$ cat config.mk
export PLATFORM = sky130hd
export DESIGN_NAME = program_mem_arbiter
export DESIGN_NICKNAME = d
export VERILOG_FILES = /design/src/rtl/program_mem_arbiter_pkg.sv /design/src/rtl/pma_resp_reg.sv /design/src/rtl/program_mem_arbiter.sv
export SDC_FILE = /design/constraint.sdc
export NUM_CORES = 1
export LEC_CHECK = 0
export ABC_AREA = 1
export BUFFER_PORTS_ARGS = -buffer_cell sky130_fd_sc_hd__clkbuf_2
export CORE_MARGIN = 3
export CORE_UTILIZATION = 40
export DETAILED_ROUTE_END_ITERATION = 8
export PLACE_DENSITY = 0.86
export SLEW_MARGIN = 20
export SYNTH_ARGS = -nofsm -noshare
export SYNTH_HDL_FRONTEND = slang
export SYNTH_HIERARCHICAL = 1
export SYNTH_SLANG_ARGS = --single-unit
$ cat constraint.sdc
create_clock -name clk -period 0.8 [get_ports clk]
set_clock_uncertainty 0.15 [all_clocks]
set_input_delay 0 -clock clk [delete_from_list [all_inputs] [get_ports clk]]
set_output_delay 0 -clock clk [all_outputs]
set_load 0.02 [all_outputs]
$ cat src/rtl/program_mem_arbiter_pkg.sv
// program_mem_arbiter_pkg: arbiter FSM state and registered response type
// pma_resp_t.data is PMA_DATA_W bits and must match the top's DATA_WIDTH.
package program_mem_arbiter_pkg;
  localparam int PMA_DATA_W = 32;
  typedef enum logic {ARB_CORE, ARB_DBG} arb_state_t;
  typedef struct packed {
    logic                  valid;
    logic                  err;
    logic [PMA_DATA_W-1:0] data;
  } pma_resp_t;
endpackage

$ cat src/rtl/pma_resp_reg.sv
// pma_resp_reg: one requester's registered read response
// Ports: clk, reset (async, active-low), d (next response), q (registered response).
module pma_resp_reg
  import program_mem_arbiter_pkg::*;
(
  input  logic      clk,
  input  logic      reset,
  input  pma_resp_t d,
  output pma_resp_t q
);
  always_ff @(posedge clk or negedge reset)
    if (!reset) q <= '0;
    else q <= d;
endmodule

$ cat src/rtl/program_mem_arbiter.sv
// program_mem_arbiter: core/debug arbiter for a shared combinational program ROM
// Ports: clk, reset (async, active-low); core_* and dbg_* request/grant/response
// ports; rom_addr_o/rom_data_i to the ROM. Define PROGRAM_MEM_ARBITER_STARVE_GUARD_EN
// to let a starving debug request win after STARVE_LIMIT core grants;
// otherwise the core always has strict priority.
module program_mem_arbiter
  import program_mem_arbiter_pkg::*;
#(
  parameter int MEMORY_DEPTH = 64,
  parameter int DATA_WIDTH   = 32,
  parameter int STARVE_LIMIT = 4,
  localparam int ADDR_W      = $clog2(MEMORY_DEPTH)
) (
  input  logic                  clk,
  input  logic                  reset,
  input  logic                  core_req_i,
  input  logic [31:0]           core_addr_i,
  output logic                  core_gnt_o,
  output logic                  core_rvalid_o,
  output logic [DATA_WIDTH-1:0] core_rdata_o,
  output logic                  core_err_o,
  input  logic                  dbg_req_i,
  input  logic [31:0]           dbg_addr_i,
  output logic                  dbg_gnt_o,
  output logic                  dbg_rvalid_o,
  output logic [DATA_WIDTH-1:0] dbg_rdata_o,
  output logic                  dbg_err_o,
  output logic [ADDR_W-1:0]     rom_addr_o,
  input  logic [DATA_WIDTH-1:0] rom_data_i
);
  localparam logic [31:0] ROM_BYTES = 32'(4 * MEMORY_DEPTH);
  logic core_bad, dbg_bad, dbg_first;
  pma_resp_t core_d, core_q, dbg_d, dbg_q;
  assign core_bad = |core_addr_i[1:0] || core_addr_i >= ROM_BYTES;
  assign dbg_bad  = |dbg_addr_i[1:0] || dbg_addr_i >= ROM_BYTES;
`ifdef PROGRAM_MEM_ARBITER_STARVE_GUARD_EN
  localparam int CNT_W = $clog2(STARVE_LIMIT + 1);
  localparam logic [CNT_W-1:0] LIMIT = CNT_W'(STARVE_LIMIT);
  arb_state_t state, state_n;
  logic [CNT_W-1:0] starve_cnt, starve_cnt_n;
  assign dbg_first = state == ARB_DBG;
  always_ff @(posedge clk or negedge reset)
    if (!reset) begin
      state      <= ARB_CORE;
      starve_cnt <= '0;
    end else begin
      state      <= state_n;
      starve_cnt <= starve_cnt_n;
    end
  // Counting only happens while the core takes the ROM from a waiting debug
  // request; every other case (debug idle, debug served, ARB_DBG) restarts at 0.
  always_comb begin
    state_n      = ARB_CORE;
    starve_cnt_n = '0;
    if (state == ARB_CORE && dbg_req_i && core_gnt_o) begin
      starve_cnt_n = starve_cnt == LIMIT ? starve_cnt : starve_cnt + 1'b1;
      state_n      = starve_cnt_n == LIMIT ? ARB_DBG : ARB_CORE;
    end
  end
`else
  assign dbg_first = 1'b0;
`endif
  assign core_gnt_o = reset && core_req_i && !(dbg_first && dbg_req_i);
  assign dbg_gnt_o  = reset && dbg_req_i && !core_gnt_o;
  assign rom_addr_o = dbg_gnt_o ? dbg_addr_i[ADDR_W+1:2] : core_addr_i[ADDR_W+1:2];
  assign core_d = '{valid: core_gnt_o, err: core_gnt_o && core_bad,
                    data: core_gnt_o && !core_bad ? rom_data_i : '0};
  assign dbg_d  = '{valid: dbg_gnt_o, err: dbg_gnt_o && dbg_bad,
                    data: dbg_gnt_o && !dbg_bad ? rom_data_i : '0};
  pma_resp_reg u_core_resp (.clk(clk), .reset(reset), .d(core_d), .q(core_q));
  pma_resp_reg u_dbg_resp  (.clk(clk), .reset(reset), .d(dbg_d),  .q(dbg_q));
  assign core_rvalid_o = core_q.valid;
  assign core_err_o    = core_q.err;
  assign core_rdata_o  = core_q.data;
  assign dbg_rvalid_o  = dbg_q.valid;
  assign dbg_err_o     = dbg_q.err;
  assign dbg_rdata_o   = dbg_q.data;
endmodule

==> results.yml, run 1 <==
run_status:
  status: "finished with violations"
  violations: "negative hold slack, negative setup slack"
die:
  fp.dieArea_um2: 7600
  die_height_um: 87.2
  rows: 28
  initial_core_util_pct: 42.8
  core_area_um2: 6170
  ios: 176
  die_x_um: 87.2
setup_path:
  critPathLaunchType: "flop"
  crit_family: "flip-flops"
  crit_cells: 1
  cp_max_fo: 1
  slowest_delay_ns: 0.44
  cp_num_buf_inv: 1
  crit_slowest_cell: "dfrtp_1"
  worstPathArrival_ns: 0.95
  critical_path_class: "flop to output pin"
  crit_chain: "buf_6"
  crit_path_end: "dbg_rdata_o[14]"
  critPathCaptureType: "output pin"
  worstPathRequired_ns: 0.65
  cp-startpoint: "u_dbg_resp/q[14]$_DFF_PN0_"
global_route:
  grt-busiest-layer: "met2"
  use_met3_pct: 5.30
  first_global_vias: 2569
  grt_antenna_before_repair: 0
  grt_use_met2_pct: 38.4
  grt_pass1_wl_mm: 11.9
  overflow: 0
  grtUsageMet1_pct: 22.2
  grt_max_degree: 35
  track_usage_pct: 21.1
timing:
  holdWs_ns: -0.195
  post-route-period-util_pct: 137
  fin_ws_ns: -0.296
  setup_viol: 134
  slew_headroom_pct: 71.5
  hold_violations: 69
  finalMaxSlewViolations: 0
  post-route-min-period_ns: 1.10
  max_freq_ghz: 0.912
  rsz0062_at_grt: "true"
  tightest_slew_ns: 0.427
  setup_tns_ns: -20.59
logic_synthesis:
  syn_inst: 257
  synth_most_common_cell: "dfrtp_1"
  synth_seq_cells: 68
  yosysTopAreaCellShare_pct: 64.5
  syn_nets: 357
  synth_top_cell_by_area: "dfrtp_1"
  synth_top_flop_cell: "dfrtp_1"
  synth-edff-count: 0
  synthTopCellsByArea: "dfrtp_1 (65%), nor2_2 (11%), inv_1 (7.0%)"
  yosysSeqAreaShare_pct: 64.5
  avgSynthCellArea_um2: 10.3
  syn_area_um2: 2640
  synth_cell_types: 15
  synth_commonest_cells: "dfrtp_1 (68), inv_1 (49), nor2_2 (45)"
  ys_warn_count: 6
  postSynth.asyncResetShare_pct: 100
final_layout:
  stdcell_area_um2: 5470
  layout-drive-gt1-share_pct: 63.1
  fin_cells: 577
  synthToLayoutAreaGrowth_pct: 107
  nets: 596
  fin_util_pct: 88.7
  fillCellCount: 248
cts:
  cts_buffers: 9
  clock_path_buffers: 2
  cts_sinks: 68
  htree_levels: 3
  clk_pin_slew_worst_paths_ns: 0.09
  hold_buffers: 33
  cts_tree: "done"
  cts-root-buf: "clkbuf_8"
power_and_ir_drop:
  p_leak_nw: 2.88
  ir_drop_mv: 1.30
  powerDensity_nw_per_um2: 1460
  p_total_mw: 7.97
route:
  drt_iter0_markers: 119
  vias: 2658
  dr.pass1.iters: 4
  drt_wl_total_mm: 11.0
  viasPerCell: 4.61
  postRouteAntennaNets: 0
  drc_errors: 0
  wl_per_cell_um: 19.1
place:
  dp_hpwl_mm: 5.16
  place_ws_ns: -0.374
  placed_cells: 511
  port_buffers: 175
  dpl_cell_area_um2: 3680
  gp_congestion: 0.816
worst_hold_path:
  min_path_type: "input pin to async pin"
flow_run:
  drv_cap: 0
registers in the layout (all words and copies together), names as in the netlist:
register,count
u_core_resp/q,34
u_dbg_resp/q,34
final cells by class:
cell class / count / area, um^2 / area share, %
inverters: 50 / 190 / 3.48
multi-input cells: 133 / 1140 / 20.8
flip-flops and latches: 68 / 1700 / 31.1
repair buffers: 234 / 2100 / 38.4
diodes: 1 / 2.50 / 0.0457
well taps: 75 / 93.8 / 1.72
clock buffers: 10 / 128 / 2.33
clock inverters: 6 / 113 / 2.06
how the worst min path moves through the flow:
stage	to	cells after the start
4_1_cts	u_core_resp/q[18]$_DFF_PN0_	4
3_5_place_dp	u_dbg_resp/q[33]$_DFF_PN0_	2
3_3_place_gp	u_dbg_resp/q[33]$_DFF_PN0_	2
5_1_grt	u_core_resp/q[23]$_DFF_PN0_	4
2_1_floorplan	u_core_resp/q[0]$_DFF_PN0_	0
6_report	u_core_resp/q[14]$_DFF_PN0_	4
per-layer routing:
layer,routed length [um],vias up
met4,509,0
met3,902,34
met2,6180,162
li1,-,1213
met5,0,-
met1,3410,1249
logic make-up (layout without fill, tap and decap cells):
group	Yosys count	in the layout	share of synthesized area [%]
and+or+nand+nor	131	131	25.3
DFF	68	68	64.5
buffers and inverters	56	300	9.77
AOI/OAI and AO/OA	2	2	0.380
other	0	1	0
repair_timing:
| action | CTS | global route |
|---|---|---|
| endpoints found under the hold margin | 136 | 69 |
| gates cloned | 3 | 4 |
| setup buffers | 6 | 4 |
| pin swaps | 10 | 21 |
| gates resized for setup | 45 | 307 |
| endpoints found under the setup margin | 91 | 140 |
power breakdown:
group          leakage [nW]  switching [mW]  total (mW)  internal [mW]
sequential            0.947         0.00602        3.45           3.44
clock                 0.120            1.41        3.49           2.08
combinational          1.81           0.524        1.03          0.503
total                  2.88            1.94        7.97           6.03
cell usage in the layout (no fill, tap or decap), types with 4 or more instances in the layout:
master          n
buf_12          6
nand2_1        18
inv_1          45
nor2_4         65
dfrtp_1        68
buf_8           5
buf_6          76
nor2_1         14
inv_2           4
nor2_2         10
nand2_2        13
dlygate4sd3_1  33
clkbuf_2       93
clkbuf_8       10
buf_4          15
Note: power is estimated with default switching activity, not from simulation.
==> run 2, diff against run 1 <==
--- a/config.mk
+++ b/config.mk
@@ -5,12 +5,11 @@
 export SDC_FILE = /design/constraint.sdc
 export NUM_CORES = 1
 export LEC_CHECK = 0
-export ABC_AREA = 1
 export BUFFER_PORTS_ARGS = -buffer_cell sky130_fd_sc_hd__clkbuf_2
 export CORE_MARGIN = 3
 export CORE_UTILIZATION = 40
 export DETAILED_ROUTE_END_ITERATION = 8
-export PLACE_DENSITY = 0.86
+export PLACE_DENSITY = 0.84
 export SLEW_MARGIN = 20
 export SYNTH_ARGS = -nofsm -noshare
 export SYNTH_HDL_FRONTEND = slang
==> run 2 against run 1 <==
Compared with the run above:
- the flow still finishes with violations (negative hold slack, negative setup slack)
- setup slack worse by 0.10 ns
- first-iteration DRC count grew 7.6%
- count of clock-buffer cells in the layout up 1
- global-route usage rose by 5.7 points
- worst hold slack got worse by 0.13 ns
- cell count decreased by 2.6%
- total power fell by 9.0%
- flip-flop and latch count is the same
- critical path type is now input pin to flop
- largest cell class unchanged
- highest routed layer unchanged
==> results.yml, run 2 <==
cts:
  cts-root-buf: "clkbuf_8"
  cts_tree: "done"
  cts_buffers: 9
  htree_levels: 3
  clk_pin_slew_worst_paths_ns: 0.08
  clock_path_buffers: 2
  hold_buffers: 32
  cts_sinks: 68
logic_synthesis:
  synth_most_common_cell: "dfrtp_1"
  syn_nets: 320
  syn_inst: 220
  postSynth.asyncResetShare_pct: 100
  yosysTopAreaCellShare_pct: 59.4
  synth_cell_types: 18
  syn_area_um2: 2860
  synth_seq_cells: 68
  yosysSeqAreaShare_pct: 59.4
  synthTopCellsByArea: "dfrtp_1 (59%), nor4_2 (14%), and4_1 (10%)"
  synth_top_flop_cell: "dfrtp_1"
  synth_top_cell_by_area: "dfrtp_1"
  synth-edff-count: 0
  avgSynthCellArea_um2: 13.0
  synth_commonest_cells: "dfrtp_1 (68), and4_1 (33), nand2_1 (33), nor4_2 (33), clkbuf_1 (13)"
  ys_warn_count: 6
run_status:
  violations: "negative hold slack, negative setup slack"
  status: "finished with violations"
final_layout:
  diodes: 0
  top_regs: "u_core_resp/q x34, u_dbg_resp/q x34"
  fin_cells: 562
  stdcell_area_um2: 5970
  fin_util_pct: 86.8
  multi_input_area_um2: 1460
  fillCellCount: 319
  synthToLayoutAreaGrowth_pct: 108
  nets: 561
  register_area_um2: 1700
  layout-drive-gt1-share_pct: 62.7
  mostFrequentLayoutCells: "clkbuf_2 (90), buf_6 (82), dfrtp_1 (68)"
  final_common_cell: "clkbuf_2"
place:
  gp_congestion: 0.774
  dp_hpwl_mm: 6.02
  placed_cells: 488
  port_buffers: 175
  dpl_cell_area_um2: 4130
setup_path:
  cp_num_buf_inv: 3
  worstPathRequired_ns: 0.86
  slowest_delay_ns: 0.38
  worstPathArrival_ns: 1.26
  critPathCaptureType: "flop"
  crit_slowest_cell: "nor4_2"
  cp_max_fo: 13
  crit_family: "simple AND/OR/NAND/NOR gates"
  critical_path_class: "input pin to flop"
  critPathLaunchType: "input pin"
  crit_chain: "buf_6, and3b_2, buf_4, bufbuf_16, nand2_1, nor4_2"
timing:
  holdWs_ns: -0.324
  tightest_slew_ns: 0.362
  post-route-period-util_pct: 150
  slew_headroom_pct: 75.8
  finalMaxSlewViolations: 0
  post-route-min-period_ns: 1.20
  hold_violations: 70
  fin_ws_ns: -0.399
  setup_tns_ns: -28.65
  setup_viol: 142
  rsz0062_at_grt: "true"
  max_freq_ghz: 0.834
route:
  wl_met2_mm: 6.82
  dr.pass1.iters: 5
  wl_per_cell_um: 21.9
  postRouteAntennaNets: 0
  drt_iter0_markers: 128
  drc_errors: 0
  top_layer_used: "met4"
  drt_wl_total_mm: 12.3
  viasPerCell: 5.40
  vias: 3032
  wl_met3_um: 789
  wl_met1_mm: 4.39
die:
  die_height_um: 90.6
  initial_core_util_pct: 41.7
  core_area_um2: 6870
  ios: 176
  fp.dieArea_um2: 8210
  die_x_um: 90.6
  rows: 30
power_and_ir_drop:
  ir_drop_mv: 0.924
  p_leak_nw: 2.71
  powerDensity_nw_per_um2: 1220
  p_total_mw: 7.25
global_route:
  first_global_vias: 3207
  grt_max_degree: 69
  track_usage_pct: 26.8
  overflow: 0
  grt_antenna_before_repair: 0
  grt_pass1_wl_mm: 16.9
flow_run:
  drv_cap: 0
worst_hold_path:
  min_path_type: "input pin to async pin"
==> run 2: changes by cell type in the layout (fill, tap and decap cells not counted), sizes merged, moves of 4 or more <==
cell,before,now
nor2,89,3
inv,50,1
nor4,0,45
and4,0,33
buf,104,125
mux2,0,6
nand3,5,1
==> run 2: what timing repair did <==
| action | 4_1_cts | 5_1_grt |
|---|---|---|
| gates cloned | 10 | 2 |
| gates resized for setup | 56 | 263 |
| endpoints found under the setup margin | 142 | 142 |
| pin swaps | 12 | 15 |
| endpoints found under the hold margin | 133 | 70 |
| buffers inserted | 20 | 5 |
==> run 2: power by group <==
part           total (mW)  switching [mW]  leakage, nW  internal, mW
Combinational        1.04           0.471         1.67         0.566
Clock                2.77            1.34       0.0931          1.43
Sequential           3.45         0.00539        0.947          3.44
==> run 2: how the worst max path moves through the flow <==
| stage | start | endpoint | slack [ns] | cells past startpoint |
|---|---|---|---|---|
| after global placement | dbg_addr_i[5] | u_dbg_resp/q[32]$_DFF_PN0_ | -0.48 | 5 |
| after CTS | core_req_i | rom_addr_o[1] | -0.31 | 5 |
| after floorplan | core_addr_i[13] | u_core_resp/q[22]$_DFF_PN0_ | -0.24 | 4 |
| after detailed placement | dbg_addr_i[5] | u_dbg_resp/q[32]$_DFF_PN0_ | -0.53 | 5 |
| after global routing | core_req_i | u_dbg_resp/q[17]$_DFF_PN0_ | -0.41 | 6 |
| final | core_req_i | u_dbg_resp/q[17]$_DFF_PN0_ | -0.40 | 6 |
==> run 2: kinds of logic after synthesis <==
| family | synth area share (%) |
|---|---|
| buffers and inverters | 4.41 |
| and+or+nand+nor | 33.3 |
| DFF | 59.4 |
| AOI/OAI and AO/OA | 0.480 |
| muxes | 2.36 |
==> run 2: layout make-up <==
class / count / area share, %
clock inverters: 5 / 0.881
inverters: 1 / 0.0629
flip-flops and latches: 68 / 28.5
multi-input cells: 127 / 24.5
well taps: 96 / 2.01
repair buffers: 254 / 41.8
clock buffers: 11 / 2.20
==> run 2: per-layer routing <==
metal | vias up | GRT usage [%]
met5 | - | 0
met4 | 0 | 9.44
met3 | 31 | 7.25
met2 | 164 | 47.4
met1 | 1529 | 31.1
li1 | 1308 | -
==> run 2: stage by stage <==
stage	hold slack [ns]	setup slack, ns
floorplan	-0.446	-0.244
global placement	0.0123	-0.482
detailed placement	0.0229	-0.533
CTS	-0.339	-0.315
global route	-0.309	-0.406
finish	-0.324	-0.399
